File: src/rtl/complex_mac_if.sv
// Sample-in / result-out streaming bus of the complex MAC engine.
// master = sample source plus result sink, slave = engine.
interface complex_mac_if #(
  parameter int WIDTH = 8,
  parameter int ACC_W = 21
);
  logic                    in_valid;
  logic                    in_ready;
  logic signed [WIDTH-1:0] in_re;
  logic signed [WIDTH-1:0] in_im;
  logic                    out_valid;
  logic                    out_ready;
  logic signed [ACC_W-1:0] out_re;
  logic signed [ACC_W-1:0] out_im;

  modport master (
    output in_valid, in_re, in_im, out_ready,
    input  in_ready, out_valid, out_re, out_im
  );

  modport slave (
    input  in_valid, in_re, in_im, out_ready,
    output in_ready, out_valid, out_re, out_im
  );
endinterface

File: src/rtl/complex_mac_engine.sv
// Complex MAC: latches a coefficient, accumulates LEN sample*coef products, emits one sum.
// Result valid 1 cycle after the last sample handshake; held in STOP until out_ready.
module complex_mac_engine #(
  parameter int WIDTH = 8,
  parameter int LEN   = 16,
  parameter int ACC_W = 2*WIDTH+1+$clog2(LEN)
) (
  input  logic                    clk,
  input  logic                    rst,
  input  logic                    start,
  input  logic                    clear,
  input  logic signed [WIDTH-1:0] coef_re,
  input  logic signed [WIDTH-1:0] coef_im,
  complex_mac_if.slave            bus,
  output logic [1:0]              state,
  output logic                    err
);
  localparam logic [1:0] IDLE = 2'b00;
  localparam logic [1:0] RUN  = 2'b01;
  localparam logic [1:0] STOP = 2'b10;
  localparam logic [1:0] ERR  = 2'b11;

  localparam int CNT_W = $clog2(LEN);
  localparam logic [CNT_W-1:0] LAST = CNT_W'(LEN-1);

  logic [1:0]              state_q;
  logic [CNT_W-1:0]        count;
  logic signed [WIDTH-1:0] c_re, c_im;
  logic signed [ACC_W-1:0] acc_re, acc_im;
  logic signed [ACC_W-1:0] out_re_q, out_im_q;

  logic signed [2*WIDTH-1:0] p_rr, p_ii, p_ri, p_ir;
  logic signed [2*WIDTH:0]   prod_re, prod_im;
  logic signed [ACC_W-1:0]   add_re, add_im, sum_re, sum_im;
  logic                      ovf_re, ovf_im, hs;

  assign p_rr = bus.in_re * c_re;
  assign p_ii = bus.in_im * c_im;
  assign p_ri = bus.in_re * c_im;
  assign p_ir = bus.in_im * c_re;

  assign prod_re = {p_rr[2*WIDTH-1], p_rr} - {p_ii[2*WIDTH-1], p_ii};
  assign prod_im = {p_ri[2*WIDTH-1], p_ri} + {p_ir[2*WIDTH-1], p_ir};

  // Size casts sign-extend (or truncate when ACC_W is overridden narrow).
  assign add_re = ACC_W'(prod_re);
  assign add_im = ACC_W'(prod_im);
  assign sum_re = acc_re + add_re;
  assign sum_im = acc_im + add_im;

  assign ovf_re = (acc_re[ACC_W-1] == add_re[ACC_W-1]) && (sum_re[ACC_W-1] != acc_re[ACC_W-1]);
  assign ovf_im = (acc_im[ACC_W-1] == add_im[ACC_W-1]) && (sum_im[ACC_W-1] != acc_im[ACC_W-1]);

  assign bus.in_ready  = (state_q == RUN);
  assign bus.out_valid = (state_q == STOP);
  assign bus.out_re    = out_re_q;
  assign bus.out_im    = out_im_q;
  assign hs            = bus.in_valid && bus.in_ready;
  assign state         = state_q;
  assign err           = (state_q == ERR);

  always_ff @(posedge clk) begin
    if (rst) begin
      state_q  <= IDLE;
      count    <= '0;
      c_re     <= '0;
      c_im     <= '0;
      acc_re   <= '0;
      acc_im   <= '0;
      out_re_q <= '0;
      out_im_q <= '0;
    end else begin
      case (state_q)
        IDLE: begin
          if (start) begin
            c_re    <= coef_re;
            c_im    <= coef_im;
            acc_re  <= '0;
            acc_im  <= '0;
            count   <= '0;
            state_q <= RUN;
          end
        end
        RUN: begin
          // A start here is a protocol violation and also drops any sample in flight.
          if (start) begin
            state_q <= ERR;
          end else if (hs) begin
            if (ovf_re || ovf_im) begin
              state_q <= ERR;
            end else begin
              acc_re <= sum_re;
              acc_im <= sum_im;
              count  <= count + 1'b1;
              if (count == LAST) begin
                out_re_q <= sum_re;
                out_im_q <= sum_im;
                state_q  <= STOP;
              end
            end
          end
        end
        STOP: begin
          if (bus.out_ready) state_q <= IDLE;
        end
        ERR: begin
          if (clear) state_q <= IDLE;
        end
        default: state_q <= IDLE;
      endcase
    end
  end
endmodule
File: src/flat_wrapper.sv
// flat-port wrapper written by rule: the top's interface ports become plain ports
module complex_mac_engine_flat 
#(
  parameter int WIDTH = 8,
  parameter int LEN   = 16,
  parameter int ACC_W = 2*WIDTH+1+$clog2(LEN)
)
  (clk, rst, start, clear, coef_re, coef_im, state, err, bus_in_valid, bus_in_re, bus_in_im, bus_out_ready, bus_in_ready, bus_out_valid, bus_out_re, bus_out_im);
  complex_mac_if #(.WIDTH(WIDTH), .ACC_W(ACC_W)) bus_i ();
  input  logic clk;
  input  logic rst;
  input  logic start;
  input  logic clear;
  input  logic signed [WIDTH-1:0] coef_re;
  input  logic signed [WIDTH-1:0] coef_im;
  output logic [1:0] state;
  output logic err;
  input wire logic [$bits(bus_i.in_valid)-1:0] bus_in_valid;
  input wire logic [$bits(bus_i.in_re)-1:0] bus_in_re;
  input wire logic [$bits(bus_i.in_im)-1:0] bus_in_im;
  input wire logic [$bits(bus_i.out_ready)-1:0] bus_out_ready;
  output wire logic [$bits(bus_i.in_ready)-1:0] bus_in_ready;
  output wire logic [$bits(bus_i.out_valid)-1:0] bus_out_valid;
  output wire logic [$bits(bus_i.out_re)-1:0] bus_out_re;
  output wire logic [$bits(bus_i.out_im)-1:0] bus_out_im;
  assign bus_i.in_valid = bus_in_valid;
  assign bus_i.in_re = bus_in_re;
  assign bus_i.in_im = bus_in_im;
  assign bus_i.out_ready = bus_out_ready;
  assign bus_in_ready = bus_i.in_ready;
  assign bus_out_valid = bus_i.out_valid;
  assign bus_out_re = bus_i.out_re;
  assign bus_out_im = bus_i.out_im;
  complex_mac_engine #(.WIDTH(WIDTH), .LEN(LEN), .ACC_W(ACC_W)) u_core (.clk(clk), .rst(rst), .start(start), .clear(clear), .coef_re(coef_re), .coef_im(coef_im), .bus(bus_i), .state(state), .err(err));
endmodule
File: config.mk
export PLATFORM = sky130hd
export DESIGN_NAME = complex_mac_engine_flat
export DESIGN_NICKNAME = d
export VERILOG_FILES = /design/src/rtl/complex_mac_if.sv /design/src/rtl/complex_mac_engine.sv /design/src/flat_wrapper.sv
export SDC_FILE = /design/constraint.sdc
export NUM_CORES = 1
export LEC_CHECK = 0
export ABC_AREA = 1
export BUFFER_PORTS_ARGS = -buffer_cell sky130_fd_sc_hd__clkbuf_2
export CORE_MARGIN = 5
export CORE_UTILIZATION = 67
export DETAILED_ROUTE_END_ITERATION = 12
export PLACE_DENSITY = 0.86
export SYNTH_ARGS = -nofsm -noshare
export SYNTH_HDL_FRONTEND = slang
export SYNTH_SLANG_ARGS = --single-unit
export TNS_END_PERCENT = 10
File: constraint.sdc
create_clock -name clk -period 15 [get_ports clk]
set_input_delay 1.5 -clock clk [delete_from_list [all_inputs] [get_ports clk]]
set_output_delay 1.5 -clock clk [all_outputs]
set_load 0.01 [all_outputs]
* Word-level counts from Yosys, hierarchy flattened *
Index checks and enable logic that the tools add are counted.

cells by class
  multiplexer cells = 22
  $add $sub $neg = 5
  shift operators = 0
  bitwise gates (word level) = 2
  divide/modulo/power cells = 0
  $mul = 4
  eq/ne operators = 16
  reductions and logical operators = 10
  magnitude comparators = 0

operators with widths
  operator                                       number
  2-to-1 mux 21 bit                              7
  one-hot mux 21 bit (2 select lines)            2
  multiplier 8 x 8 -> 16 bit                     4
  adder 21 x 17 -> 21 bit                        2
  adder 16 x 16 -> 17 bit                        1
  subtractor 16 x 16 -> 17 bit                   1
  2-to-1 mux 4 bit                               4
  AND reduction 5 bit                            3
  2-to-1 mux 2 bit                               7
  != test 2 bit, second input constant           6
  one-hot mux 2 bit (4 select lines)             1
  one-hot mux 4 bit (2 select lines)             1
  adder 4 x 1 -> 4 bit, second input constant    1
  == test 2 bit, second input constant           2
  == test 4 bit, second input constant           1
  != test 4 bit, second input constant           1
  logical AND 1 bit                              3
  != test 3 bit, second input constant           1
  == test 1 bit                                  2
  == test 2 x 1 -> 1 bit, second input constant  1
  logical NOT 2 bit                              1
  != test 1 bit                                  2
  inverter 1 bit                                 2
  AND reduction 2 bit                            1
  2 further kinds                                2

word-level totals
  RAM bits = 0
  latch bits = 0
  memories = 0
  input port bits = 38
  flip-flop bits (word level) = 106
  bits in read-only memories = 0
  logic and storage cells = 67

* Logic depth before layout (Yosys ltp) *
Gate-level depths: netlist of run 1.

  word-level depth = 10
  mapped depth = 48
  gate-level depth less buffers = 45

* Worst setup path before layout of run 1 *
Ideal clock, no wire load.

  path kind = input-to-reg
  from = input port bus_in_re[3]
  to = register u_core.out_im_q[6] (netlist: u_core.bus.out_im[6])
  slack = 6381 ps
  required time = 14929 ps
  data arrival time = 8548 ps
  path buffers = 5
  stages = 42
  cells stage by stage = clkbuf_1 > clkbuf_1 > nand2_1 > fa_1 > fa_1 > inv_1 > fa_1 > fa_1 > fa_1 > inv_1 > fa_1 > inv_1 > ha_1 > nand2_1 > nor3_1 > nand2_1 > nand2_1 > nand2_1 > [6 not listed] > o21bai_1 > xor2_1 > ha_1 > a21oi_1 > o21ai_0 > a21oi_1 > nand2_1 > nor2_1 > nand4_1 > nand2_1 > nor2_2 > and2_1 > buf_4 > nand3_4 > buf_6 > buf_6 > nand2_1 > a21oi_1

on the way
  word-level cells in the longest chain between the ends = 8

RTL lines
  what                                                                     line                                                text
  start, declared                                                          flat_wrapper.sv:19                                  input wire logic [$bits(bus_i.in_re)-1:0] bus_in_re;
  multiplier 8 x 8 -> 16 bit, on equally long branches                     complex_mac_engine.sv:37, complex_mac_engine.sv:39
  subtractor 16 x 16 -> 17 bit or adder 16 x 16 -> 17 bit (tied branches)  complex_mac_engine.sv:42, complex_mac_engine.sv:43
  adder 21 x 17 -> 21 bit, on equally long branches                        complex_mac_engine.sv:48, complex_mac_engine.sv:49
  != test 1 bit, on equally long branches                                  complex_mac_engine.sv:51, complex_mac_engine.sv:52
  logical AND 1 bit, on equally long branches                              complex_mac_engine.sv:51, complex_mac_engine.sv:52
  logical OR 1 bit                                                         complex_mac_engine.sv:89                            if (ovf_re || ovf_im) begin
  inverter 1 bit (no line)                                                 -
  AND reduction 5 bit (no line)                                            -
  end signal, assigned                                                     complex_mac_engine.sv:97                            out_im_q <= sum_im;
  end, declared                                                            complex_mac_engine.sv:30                            logic signed [ACC_W-1:0] out_re_q, out_im_q;

Parallel ways exist; a longest one is shown, timed or not.
A chain may end at the register's enable or synchronous reset.

* Worst setup path after layout of run 1 *
  from = input port bus_in_re[7]
  to = register u_core.out_re_q[13] (netlist: u_core.bus.out_re[13])

on the way
  word-level cells in the longest chain between the ends = 8

RTL lines
  what                                                                     line                                                text
  multiplier 8 x 8 -> 16 bit, on equally long branches                     complex_mac_engine.sv:37, complex_mac_engine.sv:39
  subtractor 16 x 16 -> 17 bit or adder 16 x 16 -> 17 bit (tied branches)  complex_mac_engine.sv:42, complex_mac_engine.sv:43
  adder 21 x 17 -> 21 bit, on equally long branches                        complex_mac_engine.sv:48, complex_mac_engine.sv:49
  != test 1 bit, on equally long branches                                  complex_mac_engine.sv:51, complex_mac_engine.sv:52
  logical AND 1 bit, on equally long branches                              complex_mac_engine.sv:51, complex_mac_engine.sv:52
  logical OR 1 bit                                                         complex_mac_engine.sv:89
  inverter 1 bit (no line)                                                 -
  AND reduction 5 bit (no line)                                            -
  end signal, assigned                                                     complex_mac_engine.sv:96                            out_re_q <= sum_re;
  end, declared                                                            complex_mac_engine.sv:30

Parallel ways exist; a longest one is shown, timed or not.

==> metrics.txt, run 1 <==
status finished clean; number of global-route vias before repair 15680; synth unique cells 43; core area 26100 um2; Post-Synth XOR/XNOR Area 3.19%; total grt overflow 0; cts hold-fix bufs 0; Via-to-Cell Ratio 5.47; met1 Use GR a little under two fifths; drt drc 0; Setup Skew 14.8 ps; mux cell area share after synthesis 0%; WL final between 40 and 50 mm; critical-path maximum fanout 59; Synth top area share between 30% and 40%; row cnt 59; dpl hpwl approximately 36 mm; min cycle time layout roughly 10000 ps; CP Capture Type register; final count of negative-setup-slack endpoints 0; Post-Syn Instances 2420; Max Cap Viol 0; grt met2 use 52.0%; relative slew slack 27.9%; layout cells sized above 1 between 5 and 6%; Mapped Area 17800 um2; Startpoint Class primary input; Critical Path AT 10730 ps; fin nets ~2900; pin count of the biggest net entering global routing 64; postcts setup bufs 0; post-cts resize count 0; initial DRC count 1133; global-route wire length before repair 74.5 mm; top post-synthesis cells by area fa_1 (32%), inv_1 (12%), dfxtp_1 (12%); synthesized flop and latch total 106; setup total negative slack 0 ps; min-delay worst type reg2reg; io pins 85; CTS H-tree depth 3; synth warn 0; Clock Tree Root clkbuf_16; die area 30000 um2; fin crit share a little over two thirds; slowest stage delay, CP about 800 ps; routed len/inst 15.9 um; Avg Cell Area, Syn 7.36 um2; syn_nets 2892; Fmax 95.3 MHz; initial cell density of the core 68.2%; Routability Congestion between 0.9 and 1; CTS max path bufs 2; CP required between 15000 and 20000 ps; die width 173 um; Final ANT Viol Nets 0; # clock sinks 106; slew of the pin with the lowest slew margin 1080 ps; CTS tree done; die height 173 um; area share of fa/ha/maj cells after synthesis 42.3%; max-slew violations 0; TritonCTS Buffers 9; worst setup path class in2reg; Worst path slowest cell and2_1; All-Layer GR Usage 29.8%; hold violation count in the final report 0; gr busiest metal met2; DRT Pass-1 Iters 5; Vias 15086; Area Overhead vs Synth 4.23%; compound-gate portion of the synthesized area under 10%; Synth Area in Simple Gates 20.6%; antenna violations before repair 3; clk_lat worst skew around 360 ps; RSZ-0062 raised after global routing no; GR Layer Usage met3 approximately 4%; area leader, netlist fa_1; clock transition at the registers of the reported paths 80 ps; post-synthesis sequential area ratio a little under an eighth; I/O Buffers 84; largest family of logic cells by synthesized area adder cells; hold_ws 466 ps
[worst max-delay path, delay by kind of cell]
family / cells / cell delay, ps
XOR/XNOR: 1 / 310
buffers and inverters: 7 / 720
adder cells (fa/ha/maj): 8 / 3990
AND/OR/NAND/NOR: 10 / 2640
AO/OA/AOI/OAI: 7 / 1540
[layout make-up]
class	instances	area, um2
Multi-Input combinational cell	1614	13000
Timing Repair Buffer	92	480
Tap cell	335	419
Clock inverter	6	62.6
Fill cell	2114	7560
Antenna cell	2	5.00
Inverter	594	2230
Sequential cell	106	2120
Clock buffer	9	225
[synthesized netlist by cell type]
library cell and number:
inv_1 593, nand2_1 533, fa_1 281, nor2_1 163, ha_1 153, a21oi_1 145, dfxtp_1 106, nand3_1 97
clkbuf_1 78, o21ai_0 56, xor2_1 34, nand4_1 32, xnor2_1 31, or2_2 19, nor3_1 13, buf_2 12
nor2b_1 10, buf_1 9, o21bai_1 8, a21o_1 5, buf_4 5, nand3b_1 5, a211oi_1 4, a31oi_1 4
a21boi_0 2, buf_6 2, nand3_4 2, nor2_2 2, o31ai_1 2, a211o_1 1, a311oi_1 1, and2_1 1
inv_2 1, nand2_2 1, nor3b_1 1, nor4_1 1, o2111ai_1 1, o21a_1 1, o21ai_2 1, o22ai_1 1
o31a_1 1, or2_1 1, or3_1 1
[path summary, 6_finish.rpt]
kind | endpoint | slack [ps] | startpoint | cells past startpoint
setup / recovery | u_core.bus.out_re[13] | 4510 | bus_in_re[7] | 33
hold / removal | u_core.bus.out_im[9] | 470 | u_core.bus.out_im[9] | 2
setup reg to reg | u_core.bus.out_re[13] | 5170 | u_core.c_im[1] | 32
hold reg to reg | u_core.bus.out_im[9] | 470 | u_core.bus.out_im[9] | 2
[metrics by stage]
step	area (um2)	util, %	worst slack, ps	cells
finish	18600	71.1	4510	2758
global route	18600	71.1	3900	2758
CTS	18600	71.1	4650	2756
detailed placement	18300	70.0	4320	2741
global placement	18300	70.0	4480	2741
floorplan	17800	-	6380	2420
[layer usage]
metal	part of all wire, %	routed length (um)	up-vias
li1	-	-	7198
met1	41	17800	7238
met2	50	21700	530
met3	6.5	2830	118
met4	3.4	1490	2
met5	0.030	13	-
[cell usage in the layout, fill, tap and decap left out, drive strengths merged]
cell	Yosys	final
nand2	534	534
a21oi	145	145
diode	0	2
nor2b	10	10
nor3b	1	1
clkinv	0	4
a211o	1	1
xor2	34	34
o21bai	8	8
o31ai	2	2
nor4	1	1
a211oi	4	4
nand4	32	32
a21boi	2	2
inv	594	596
dfxtp	106	106
clkbuf	78	93
nor2	165	165
a31oi	4	4
or2	20	20
buf	28	8
fa	281	281
a311oi	1	1
nand3	99	99
or3	1	1
a21o	5	5
o31a	1	1
and2	1	1
o21a	1	1
o21ai	57	57
nand3b	5	5
o2111ai	1	1
o22ai	1	1
ha	153	153
xnor2	31	31
nor3	13	13
[registers in the layout, summed over array words and instances, names as in the netlist]
register,flops
u_core.bus.out_re,21
u_core.c_im,8
u_core.acc_im,21
u_core.state,2
u_core.c_re,8
u_core.acc_re,21
u_core.bus.out_im,21
u_core.count,4
[cells by family after synthesis]
group | after synthesis
buffers and inverters | 700
flip-flops | 106
adder cells (fa/ha/maj) | 434
AND/OR/NAND/NOR | 882
AO/OA/AOI/OAI | 233
XOR/XNOR | 65
Power of run 1 is left out: the tool's default activity adds up to more than one toggle a clock period on the data nets, which glitch-free logic cannot reach.
==> run 2: changes to the inputs <==
Settings changed: CORE_UTILIZATION 67 to 65, PLACE_DENSITY 0.86 to 0.84.
Clock period 15 ns to 10.65 ns, I/O delays scaled along.
==> run 2 against run 1 <==
Net effect: non-clock buffer count up 1; critical path depth up 3; cell area up 0.17%; routed wire length fell by 1.8%; cell count is 0.29% higher; sequential share of layout area about the same; via count shrank 0.82%; die area grew 2.9%; critical endpoint is now u_core.acc_im[20].
==> metrics.txt, run 2 (synthesis gave the netlist of run 1 again) <==
initial cell density of the core 66.1% (was 68.2%); CP Capture Type register (unchanged); Final WS setup 1280 ps (was 4510 ps); # clock sinks 106 (unchanged); clk_lat worst skew 360 ps (about the same); antenna violations before repair 2 (was 3); routed len/inst 15.6 um (was 15.9 um); io pins 85 (unchanged); max-slew violations 0 (unchanged); leading cell types in the layout, fill and taps excluded inv_1 (592), nand2_1 (531), fa_1 (281), nor2_1 (162), ha_1 (153) (unchanged); relative slew slack 31.0% (was 27.9%); min cycle time layout 9370 ps; All-Layer GR Usage 29.0% (was 29.8%); Via-to-Cell Ratio 5.41 (was 5.47); final count of negative-setup-slack endpoints 0 (unchanged); dpl hpwl 35.4 mm (was 35.7 mm); dpl ws 979 ps (was 4320 ps); Setup Skew 10.8 ps (was 14.8 ps); hold violation count in the final report 0 (unchanged); DRT Pass-1 Iters 8 (was 5); core area 27000 um2 (was 26100 um2); slowest stage delay, CP 520 ps (was 800 ps); Final ANT Viol Nets 0 (unchanged); total grt overflow 0 (unchanged); Startpoint Class primary input (unchanged); slew of the pin with the lowest slew margin 1030 ps (was 1080 ps); Max Cap Viol 0 (unchanged); Routability Congestion 0.918 (about the same); die width 176 um (was 173 um); layout cells sized above 1 5.70% (was 5.66%); setup total negative slack 0 ps (unchanged); status finished clean (unchanged); fin nets 2890 (was 2889); most common cell after layout, fill and taps aside inv_1 (unchanged); Critical Path AT 9650 ps (was 10730 ps); min-delay worst type reg2reg (unchanged); TritonCTS Buffers 9 (unchanged); postcts setup bufs 0 (unchanged); WL final 43.0 mm (was 43.8 mm); die area 30800 um2 (was 30000 um2); worst setup path class in2reg (unchanged); clock transition at the registers of the reported paths 80 ps (about the same); Fmax 107 MHz; RSZ-0062 raised after global routing no (unchanged); cts hold-fix bufs 0 (unchanged); critical-path maximum fanout 28 (was 59); Vias 14962 (was 15086); post-cts resize count 0 (unchanged); initial DRC count 1170 (was 1133); number of global-route vias before repair 15602 (was 15680); Worst path slowest cell fa_1 (was and2_1); drt drc 0 (unchanged); Area Overhead vs Synth 4.40% (was 4.23%); pin count of the biggest net entering global routing 87 (was 64); Clock Tree Root clkbuf_16 (unchanged); die height 176 um (was 173 um); Top cell by count, worst path nand2_1; CTS max path bufs 2 (unchanged); CTS H-tree depth 3 (unchanged); row cnt 60 (was 59); CP required 10940 ps (was 15240 ps); fin crit share 87.9%; CTS tree done (unchanged); global-route wire length before repair 73.9 mm (was 74.5 mm); I/O Buffers 84 (unchanged)
run 2: changes by cell type in the layout (fill, tap and decap cells not counted), sizes merged:
cell      previous run  this run
buf                  8         9
clkbuf              93        94
clkinv               4         2
clkinvlp             0         1
bufinv               0         1
run 2: metrics by stage:
stage               cell area, um2  utilization (%)  hold slack, ps  cells
global placement             18300             67.9             450   2748
finish                       18600             69.0             466   2766
floorplan                    17800                -             445   2420
detailed placement           18300             67.9             456   2748
global route                 18600             69.0             482   2766
CTS                          18600             69.0             467   2764
run 2: path summary, 6_finish.rpt:
| path | from | endpoint | slack (ps) | cells after the start |
|---|---|---|---|---|
| max | bus_in_im[7] | u_core.acc_im[20] | 1280 | 36 |
| min | u_core.bus.out_re[0] | u_core.bus.out_re[0] | 470 | 2 |
| max reg2reg | u_core.c_im[1] | u_core.acc_im[20] | 1410 | 35 |
| min reg2reg | u_core.bus.out_re[0] | u_core.bus.out_re[0] | 470 | 2 |
run 2: cell type report:
cell class,instances,area [um2]
Multi-Input combinational cell,1614,13000
Fill cell,2182,8340
Inverter,594,2230
Sequential cell,106,2120
Timing Repair Buffer,93,488
Tap cell,341,427
Clock buffer,10,229
Clock inverter,6,75.1
Antenna cell,2,5.00
run 2: per-layer routing:
metal	wire length (um)	vias to the layer above	global-route usage, %
met5	0	-	0
met4	1640	0	10.4
met3	2610	124	3.83
met2	21500	501	51.0
met1	17200	7151	36.8
li1	-	7186	-
run 2: worst max-delay path, delay by kind of cell:
family / cells / cell delay (ps)
adders and majority gates: 8 / 3750
and+or+nand+nor: 18 / 3040
buffers and inverters: 8 / 1430
AOI/OAI and AO/OA: 2 / 330
Power of run 2 is left out for the same reason.
==> run 3: changes to the inputs <==
Settings changed: CORE_MARGIN 5 to unset.
==> run 3 against run 2 <==
Net effect: count of clock-buffer cells in the layout did not move; cell count barely moved; die area fell by 8.9%; utilization barely moved; setup slack got worse by 33 ps; clock skew rose by 1.3 ps; maximum frequency fell by 0.35%.
==> metrics.txt, run 3 (synthesis gave the netlist of run 1 again) <==
number of global-route vias before repair 15510 (was 15602); global-route wire length before repair 72.1 mm (was 73.9 mm); io pins 85 (unchanged); max-slew violations 0 (unchanged); hold violation count in the final report 0 (unchanged); row cnt 60 (unchanged); Routability Congestion 0.927 (was 0.918); initial DRC count 1126 (was 1170); die area 28100 um2 (was 30800 um2); RSZ-0062 raised after global routing no (unchanged); clock transition at the registers of the reported paths 70 ps (was 80 ps); CP required 10900 ps (was 10940 ps); drt drc 0 (unchanged); relative slew slack 28.8% (was 31.0%); layout cells sized above 1 5.85% (was 5.70%); leading cell types in the layout, fill and taps excluded inv_1 (592), nand2_1 (531), fa_1 (281), nor2_1 (162), ha_1 (153) (unchanged); I/O Buffers 84 (unchanged); hold_ws 465 ps (was 466 ps); fin crit share 88.3% (was 87.9%); slowest stage delay, CP 700 ps (was 520 ps); Top cell by count, worst path nand2_1 (unchanged); WL final 42.5 mm (was 43.0 mm); All-Layer GR Usage 31.9% (was 29.0%); postcts setup bufs 0 (unchanged); CTS H-tree depth 3 (unchanged); Clock Tree Root clkbuf_16 (unchanged); dpl cell area 18300 um2 (about the same); Hold Path Stages 2 (unchanged); dpl hpwl 34.9 mm (was 35.4 mm); Final Core Density 69.0% (about the same); status finished clean (unchanged); initial cell density of the core 66.1% (unchanged); slew of the pin with the lowest slew margin 1060 ps (was 1030 ps); Max Cap Viol 0 (unchanged); min-delay worst type reg2reg (unchanged); pin count of the biggest net entering global routing 87 (unchanged); setup total negative slack 0 ps (unchanged); Fmax 106 MHz (was 107 MHz); critical-path maximum fanout 50 (was 28); die width 168 um (was 176 um); die height 168 um (was 176 um); fin nets 2893 (was 2890); post-cts resize count 0 (unchanged); R2R cell count 37 (was 35); CTS max path bufs 2 (unchanged); Critical Path AT 9640 ps (was 9650 ps); CTS tree done (unchanged); DRT Pass-1 Iters 5 (was 8); Area Overhead vs Synth 4.41% (was 4.40%); Setup Skew 12.1 ps (was 10.8 ps); min cycle time layout 9400 ps (was 9370 ps); cts hold-fix bufs 0 (unchanged); antenna violations before repair 1 (was 2); Vias 14951 (was 14962); most common cell after layout, fill and taps aside inv_1 (unchanged); Startpoint Class primary input (unchanged); total grt overflow 0 (unchanged); Design Area, Final 18600 um2 (about the same); worst setup path class in2reg (unchanged); Final ANT Viol Nets 0 (unchanged); Worst path slowest cell nand2_2 (was fa_1); core area 27000 um2 (unchanged); # clock sinks 106 (unchanged); final count of negative-setup-slack endpoints 0 (unchanged); clk_lat worst skew 360 ps (about the same); Via-to-Cell Ratio 5.40 (was 5.41); TritonCTS Buffers 9 (unchanged); CP Capture Type register (unchanged); routed len/inst 15.3 um (was 15.6 um)
-- run 3: changes by cell type in the layout (fill, tap and decap cells not counted), sizes merged --
cell | previous run | this run
bufinv | 1 | 0
clkinvlp | 1 | 2
inv | 596 | 597
clkinv | 2 | 1
diode | 2 | 1
buf | 9 | 12
-- run 3: metal layers --
layer | GRT usage, % | share of wire [%] | vias to the layer above
li1 | - | - | 7208
met1 | 40.5 | 41 | 7189
met2 | 55.2 | 49 | 425
met3 | 3.95 | 5.5 | 129
met4 | 13.2 | 4.1 | 0
met5 | 0 | 0 | -
-- run 3: critical path, delay by kind of cell --
family                   cells  cell delay, ps
buffers and inverters        5             890
XOR/XNOR                     1             280
AO/OA/AOI/OAI                7            1200
adder cells (fa/ha/maj)      8            3780
AND/OR/NAND/NOR             18            2420
-- run 3: final cells by class --
cell class	count	area (um2)
multi-input cells	1614	13000
inverters	594	2230
well taps	341	427
repair buffers	96	510
flip-flops and latches	106	2120
clock inverters	6	46.3
diodes	1	2.50
clock buffers	10	239
fillers	2228	8340
-- run 3: worst paths after layout --
kind / startpoint / end / slack (ps)
setup / recovery: bus_in_re[4] / u_core.acc_re[18] / 1250
hold reg to reg: u_core.bus.out_re[0] / u_core.bus.out_re[0] / 470
hold / removal: u_core.bus.out_re[0] / u_core.bus.out_re[0] / 470
setup reg to reg: u_core.c_im[3] / u_core.acc_re[18] / 1410
-- run 3: through the flow --
stage	setup slack, ps	std cells
finish	1250	2768
detailed placement	921	2751
CTS	1260	2767
global route	601	2768
floorplan	2470	2420
global placement	1160	2751
Power of run 3 is left out for the same reason.
